File: config.mk
export PLATFORM = sky130hd
export DESIGN_NAME = bitwise_logic_unit
export DESIGN_NICKNAME = d
export VERILOG_FILES = /design/src/rtl/bitwise_logic_unit.sv
export SDC_FILE = /design/constraint.sdc
export NUM_CORES = 1
export LEC_CHECK = 0
export ABC_AREA = 1
export BUFFER_PORTS_ARGS = -buffer_cell sky130_fd_sc_hd__buf_2
export CORE_ASPECT_RATIO = 0.75
export CORE_MARGIN = 4
export CORE_UTILIZATION = 55
export DETAILED_ROUTE_END_ITERATION = 16
export PLACE_DENSITY = 0.79
export REMOVE_ABC_BUFFERS = 1
export SYNTH_ARGS = -nofsm -noshare
export SYNTH_HDL_FRONTEND = slang
export SYNTH_SLANG_ARGS = --single-unit
export TNS_END_PERCENT = 1
File: constraint.sdc
create_clock -name clock -period 3 [get_ports clock]
set_input_delay 0.45 -clock clock [delete_from_list [all_inputs] [get_ports clock]]
set_output_delay 0.45 -clock clock [all_outputs]
set_load 0.005 [all_outputs]
File: src/rtl/bitwise_logic_unit.sv
// Multi-cycle bitwise logic unit: applies one of eight logic operations SLICE bits per cycle
// behind a valid/ready handshake and reports zero / all-ones flags on the finished result.
module bitwise_logic_unit #(
    parameter int WIDTH = 32,
    parameter int SLICE = 8
) (
    input  logic             clock,
    input  logic             reset_n,
    input  logic             in_valid,
    output logic             in_ready,
    input  logic [WIDTH-1:0] data_operandA,
    input  logic [WIDTH-1:0] data_operandB,
    input  logic [2:0]       ctrl_op,
    input  logic             flush,
    output logic             out_valid,
    input  logic             out_ready,
    output logic [WIDTH-1:0] data_result,
    output logic             isZero,
    output logic             allOnes
);

    localparam int N  = WIDTH / SLICE;
    localparam int KW = (N > 1) ? $clog2(N) : 1;

    typedef enum logic [1:0] {
        ST_IDLE = 2'd0,
        ST_BUSY = 2'd1,
        ST_DONE = 2'd2
    } state_e;

    function automatic logic [SLICE-1:0] logic_op(input logic [2:0] op,
                                                  input logic [SLICE-1:0] a,
                                                  input logic [SLICE-1:0] b);
        logic [SLICE-1:0] r;
        case (op)
            3'd0:    r = a & b;
            3'd1:    r = a | b;
            3'd2:    r = a ^ b;
            3'd3:    r = ~(a & b);
            3'd4:    r = ~(a | b);
            3'd5:    r = ~(a ^ b);
            3'd6:    r = a & ~b;
            3'd7:    r = a;
            default: r = a;
        endcase
        return r;
    endfunction

    state_e           state_q, state_d;
    logic [WIDTH-1:0] a_q, a_d, b_q, b_d, res_q, res_d;
    logic [2:0]       op_q, op_d;
    logic [KW-1:0]    k_q, k_d;
    logic             zero_q, zero_d, ones_q, ones_d;
    logic             in_ready_q, in_ready_d, out_valid_q, out_valid_d;
    logic [SLICE-1:0] slice_s;
    logic             last_s;
    int unsigned      base_s;

    assign base_s  = 32'(k_q) * 32'(SLICE);
    assign last_s  = (k_q == KW'(N - 1));
    assign slice_s = logic_op(op_q, a_q[base_s +: SLICE], b_q[base_s +: SLICE]);

    // State register
    always_ff @(posedge clock or negedge reset_n) begin
        if (!reset_n) begin
            state_q <= ST_IDLE;
        end else begin
            state_q <= state_d;
        end
    end

    // Next-state logic; flush outranks both slice completion and out_ready
    always_comb begin
        state_d = state_q;
        case (state_q)
            ST_IDLE: begin
                if (in_valid) state_d = ST_BUSY;
                else          state_d = ST_IDLE;
            end
            ST_BUSY: begin
                if (flush)       state_d = ST_IDLE;
                else if (last_s) state_d = ST_DONE;
                else             state_d = ST_BUSY;
            end
            ST_DONE: begin
                if (flush || out_ready) state_d = ST_IDLE;
                else                    state_d = ST_DONE;
            end
            default: state_d = ST_IDLE;
        endcase
    end

    // Datapath and output next values; unwritten result slices hold their old bits
    always_comb begin
        a_d    = a_q;
        b_d    = b_q;
        op_d   = op_q;
        k_d    = k_q;
        res_d  = res_q;
        zero_d = zero_q;
        ones_d = ones_q;
        if (state_q == ST_IDLE && in_valid) begin
            a_d    = data_operandA;
            b_d    = data_operandB;
            op_d   = ctrl_op;
            k_d    = '0;
            zero_d = 1'b1;
            ones_d = 1'b1;
        end else if (state_q == ST_BUSY && !flush) begin
            res_d[base_s +: SLICE] = slice_s;
            zero_d = zero_q & (slice_s == '0);
            ones_d = ones_q & (slice_s == '1);
            k_d    = last_s ? '0 : k_q + KW'(1);
        end else begin
            k_d = k_q;
        end
        in_ready_d  = (state_d == ST_IDLE);
        out_valid_d = (state_d == ST_DONE);
    end

    // Datapath and handshake registers
    always_ff @(posedge clock or negedge reset_n) begin
        if (!reset_n) begin
            a_q         <= '0;
            b_q         <= '0;
            op_q        <= 3'd0;
            k_q         <= '0;
            res_q       <= '0;
            zero_q      <= 1'b0;
            ones_q      <= 1'b0;
            in_ready_q  <= 1'b1;
            out_valid_q <= 1'b0;
        end else begin
            a_q         <= a_d;
            b_q         <= b_d;
            op_q        <= op_d;
            k_q         <= k_d;
            res_q       <= res_d;
            zero_q      <= zero_d;
            ones_q      <= ones_d;
            in_ready_q  <= in_ready_d;
            out_valid_q <= out_valid_d;
        end
    end

    assign in_ready    = in_ready_q;
    assign out_valid   = out_valid_q;
    assign data_result = res_q;
    assign isZero      = zero_q;
    assign allOnes     = ones_q;

endmodule

After elaboration in Yosys (flattened, before gate mapping). Index checks and enable logic that the tools add are counted.

Register bits: 107. Input bits: 72. Output and inout port bits: 36. Word-level logic and storage cells: 63.

Bitwise logic cells: 11. Shift operators: 4. Muxes and demuxes: 14. Equality and inequality tests: 12. $add $sub $neg: 2. Reduce and logical (&&, ||, !) cells: 10.

Operators with widths (number): 8-bit one-hot mux with 8 select lines (1); 32-bit by 6-bit variable part select with 8-bit output (2); 5-bit negator with 34-bit output (1); 8-bit by 34-bit variable shift with 32-bit output (first input constant) (1); 8-bit by 34-bit variable part select with 32-bit output (1); 32-bit bitwise mux (1); 8-bit inverter (4); 8-bit bitwise AND (2); 3-bit == test (second input constant) (4); 2-bit 2-to-1 mux (6); 8-bit == test (second input constant) (1); 8-bit zero test (1); 8-bit OR (1); 8-bit bitwise XOR (1); 2-bit == test (second input constant) (3); 3-bit by 2-bit == test with 1-bit output (second input constant) (2); 2-bit one-hot mux with 3 select lines (1); 1-bit 2-to-1 mux (5); 2-bit zero test (2); 3-bit by 1-bit == test with 1-bit output (second input constant) (1); 3-bit zero test (1); 2-bit by 1-bit adder with 2-bit output (second input constant) (1); 1-bit bitwise AND (2); 2-bit by 1-bit == test with 1-bit output (second input constant) (1); 6 further kinds (7).

Depth between registers and ports, before layout.
Depth in word-level cells: 8. Mapped depth: 20. Gate-level depth less buffers: 19.

Worst setup path before layout. No wires, ideal clock.

Path type: reg2reg. Start point: register k_q[0]. End point: register ones_q (netlist: allOnes). Arrival: 2.392 ns. Setup time: 0.130 ns. Stages on the path, launching flop included: 21. Path slack: 0.478 ns. Clock period less this slack: 2.522 ns. Required time: 2.870 ns. Buffers on the path: 2. Cells stage by stage: dfrtp_1 -> inv_2 -> buf_2 -> buf_1 -> nand2_1 -> a32oi_1 -> inv_1 -> ha_1 -> inv_1 -> nand4_1 -> nand2_1 -> nor2_1 -> nand3_2 -> nand2_1 -> nor2_1 -> nand2_1 -> inv_1 -> nand2_1 -> nand2_1 -> nand2_1 -> nand2_1.

Cells in the longest elaborated chain, start to end: 8. Elaborated cells on any way between the ends: 15. Classes of those cells: 1 x eq/ne; 2 x shift; 3 x mux; 9 x bitwise.

Ends and longest elaborated chain: start, declared (RTL line 52) `logic [KW-1:0] k_q, k_d;`; start signal, assigned (RTL line 137) `k_q <= k_d;`; 32-bit by 6-bit variable part select with 8-bit output (RTL line 61) `assign slice_s = logic_op(op_q, a_q[base_s +: SLICE], b_q[base_s +: SLICE]);`; 8-bit inverter, or another cell as far along (RTL line 42) `3'd6: r = a & ~b;`; 8-bit bitwise AND, or another cell as far along (RTL line 42); 8-bit one-hot mux with 8 select lines (*) (RTL line 35) `case (op)`; 8-bit == test (*) (RTL line 112) `ones_d = ones_q & (slice_s == '1);`; 1-bit bitwise AND (*) (RTL line 112); 1-bit 2-to-1 mux (*) (RTL line 109) `end else if (state_q == ST_BUSY && !flush) begin`; 1-bit 2-to-1 mux (*) (RTL line 102) `if (state_q == ST_IDLE && in_valid) begin`; end signal, assigned (RTL line 140) `ones_q <= ones_d;`; end, declared (RTL line 53) `logic zero_q, zero_d, ones_q, ones_d;`.

Every way passes the cells marked *; elsewhere a longest branch is shown, timed or not. The select of a mux whose other input is x is not followed. A chain may end at the register's enable or synchronous reset.

Final worst setup path. Ends and elaborated chain as after synthesis.

==> impl_metrics.ini <==
[status]
status = complete, no violations

[timing]
tns_ns = 0
holdWs_ns = 0.2791
final.period_utilization_pct = 90.20
finalClockSkew_ns = 0.006009
timing.fmax_mhz = 369.5
fin_crit_ns = 2.706
setup_ws_ns = 0.2939
finalHoldViolCount = 0
timing.slew.headroom_pct = 25.80
final_max_slew_viol_count = 0
tightestPinTransition_ns = 1.113
setup_viol = 0
rsz0062_at_grt = false

[place]
place_ws_ns = 0.3666
io_buffers = 107
post-dp-hpwl_um = 11070
gp_congestion = 0.9055

[cts]
cts_buffers = 9
hold_buffers = 0
cts_htree_levels = 3
cts_sinks = 107
path_clk_slew_ns = 0.07
clk_latency_ns = 0.35
postCtsSetupBuffers = 0
cts_tree = done
cts_root_buffer = clkbuf_16
clock_path_buffers = 2
cts.repair.resized = 0

[detailed_routing]
drc = 0
routed-via-count = 5427
drt_iter0_drc = 426
ant_nets = 0
drt-pass1-iter-count = 5
wl_per_cell_um = 15.42
top_layer = met4
wl_met2_um = 6884
routed-wl-met3_um = 1231
via_per_inst = 5.460
totalWireLength_um = 15330
wl_met1_um = 6956

[die]
ios = 108
core_area_um2 = 10290
rows = 32
die_w_um = 126.7
die-area_um2 = 12300
start_util_pct = 56.52
die_h_um = 97.05

[global_routing]
track_usage_pct = 25.28
grt_max_degree = 88
grt_overflow = 0
grt_pass1_vias = 5371
grt_pass1_wl_um = 25630
antenna_found_initial = 0

[yosys]
synth_top_family_by_area = simple AND/OR/NAND/NOR gates
synth_fa_ha_area_share_pct = 6.239
synth_cell_type_count = 31
synthMuxAreaShare_pct = 0
synth-seq-cells = 107
synthSimpleGateAreaFrac_pct = 31.95
synth-compound-area-share_pct = 9.251
yosys_warnings = 0
syn_area_um2 = 5816
synth-xor-area-share_pct = 0
syn_area_per_cell_um2 = 7.652
ys_seq_area_share_pct = 46.06
syn_inst = 760

[layout]
area_growth_pct = 16.18
fillCellCount = 910
diodes = 0
most-common-layout-cells = nand2_1 (315), dfrtp_1 (106), buf_2 (106), o21ai_0 (57), inv_1 (48)
fin_nets = 954
multi_input_area_um2 = 2766
drive_gt1_share_pct = 19.11
final_common_cell = nand2_1
regArea_um2 = 2679

[setup_path]
required_ns = 3.21
critical_path_class = flip-flop to flip-flop
rrSetupSlack_ns = 0.29
cp_max_fo = 28
reg2reg_from = k_q[0]
reg2regPathDepth = 18
r2r-end = allOnes
cp.arrival_ns = 2.92
cp-end-kind = flip-flop
cp-start-kind = flip-flop

[flow_run]
drv_cap = 0

[power_and_ir_drop]
pwr_density_cell_nw_per_um2 = 1030
ir_drop_mv = 0.4854
leakagePower_nw = 3.719

[worst_hold_path]
min_path_type = input pin to asynchronous set/reset pin
-- registers in the layout, indices dropped and copies added, names as in the netlist --
| register | count |
|---|---|
| k_q | 2 |
| op_q | 3 |
| state_q | 2 |
| allOnes | 1 |
| out_valid | 1 |
| data_result | 32 |
| b_q | 32 |
| isZero | 1 |
| a_q | 32 |
| in_ready | 1 |
-- Yosys cell counts --
| cell | count | area share [%] |
|---|---|---|
| a21oi_1 | 9 | 0.77 |
| a32oi_1 | 8 | 1.2 |
| buf_1 | 4 | 0.26 |
| buf_2 | 10 | 0.86 |
| buf_6 | 2 | 0.39 |
| clkbuf_1 | 20 | 1.3 |
| dfrtp_1 | 106 | 46 |
| dfstp_2 | 1 | 0.45 |
| ha_1 | 29 | 6.2 |
| inv_1 | 48 | 3.1 |
| inv_2 | 7 | 0.45 |
| inv_6 | 1 | 0.15 |
| nand2_1 | 315 | 20 |
| nand2_2 | 4 | 0.43 |
| nand2_4 | 2 | 0.39 |
| nand3_1 | 46 | 4.0 |
| nand3_2 | 3 | 0.52 |
| nand3b_1 | 3 | 0.39 |
| nand4_1 | 21 | 2.3 |
| nor2_1 | 32 | 2.1 |
| nor2_2 | 7 | 0.75 |
| nor2_4 | 3 | 0.58 |
| nor3_1 | 2 | 0.17 |
| o21ai_0 | 57 | 4.9 |
| o21ai_1 | 6 | 0.52 |
| o21bai_2 | 1 | 0.19 |
| o22ai_1 | 1 | 0.11 |
| o22ai_2 | 1 | 0.22 |
| o31ai_1 | 8 | 1.0 |
| o32ai_1 | 2 | 0.30 |
| or2_1 | 1 | 0.11 |
-- report_power, final --
group	switching (mW)	total [mW]	leakage [nW]	internal, mW
registers	0.326	2.20	1.36	1.87
clock network	0.534	1.21	0.142	0.673
logic	2.41	3.55	2.21	1.15
-- metrics by stage --
step	area, µm²	power (mW)	std cells	util (%)
finish	6756	6.959	994	65.66
CTS	6756	6.902	994	65.66
global route	6756	7.535	994	65.66
global placement	6451	5.512	978	62.69
detailed placement	6451	5.669	978	62.69
floorplan	5653	4.560	724	-
-- area by class of cell --
cell class | count | share of cell area (%)
multi-input combinational | 561 | 40.94
sequential | 107 | 39.65
timing repair buffer | 118 | 9.185
clock buffer | 11 | 3.593
inverter | 56 | 3.185
tap | 136 | 2.519
clock inverter | 5 | 0.9259
-- layer usage --
metal / GRT usage, % / vias to the layer above
met5: 0 / -
met4: 7.749 / 0
met1: 36.22 / 2550
met2: 38.70 / 226
met3: 5.330 / 28
li1: - / 2623
-- cells by family (layout without fill, tap and decap cells) --
group | Yosys count | in the layout
AND/OR/NAND/NOR | 439 | 439
flip-flops | 107 | 107
AO/OA/AOI/OAI | 93 | 93
buffers and inverters | 92 | 190
adder cells (fa/ha/maj) | 29 | 29
-- worst max path at each step --
stage	from	endpoint	slack, ns
6_report	k_q[0]	allOnes	0.29
5_1_grt	k_q[0]	allOnes	0.06
4_1_cts	k_q[0]	allOnes	0.34
3_5_place_dp	k_q[0]	allOnes	0.37
3_3_place_gp	k_q[0]	allOnes	0.46
2_1_floorplan	in_valid	k_q[0]	-1.20
-- worst max-delay path, stage by stage, from the launching register on --
cell and delay [ns]:
dfrtp_1 0.40, inv_2 0.37, nand2_1 0.09, a32oi_1 0.25, inv_1 0.09, ha_1 0.28
inv_1 0.06, nand4_1 0.09, nand2_1 0.07, nor2_1 0.12, nand3_2 0.10, nand2_1 0.21
nor2_1 0.09, nand2_1 0.07, inv_1 0.03, nand2_1 0.05, nand2_1 0.06, nand2_1 0.07
nand2_1 0.05
(Power assumes the default switching activity.)
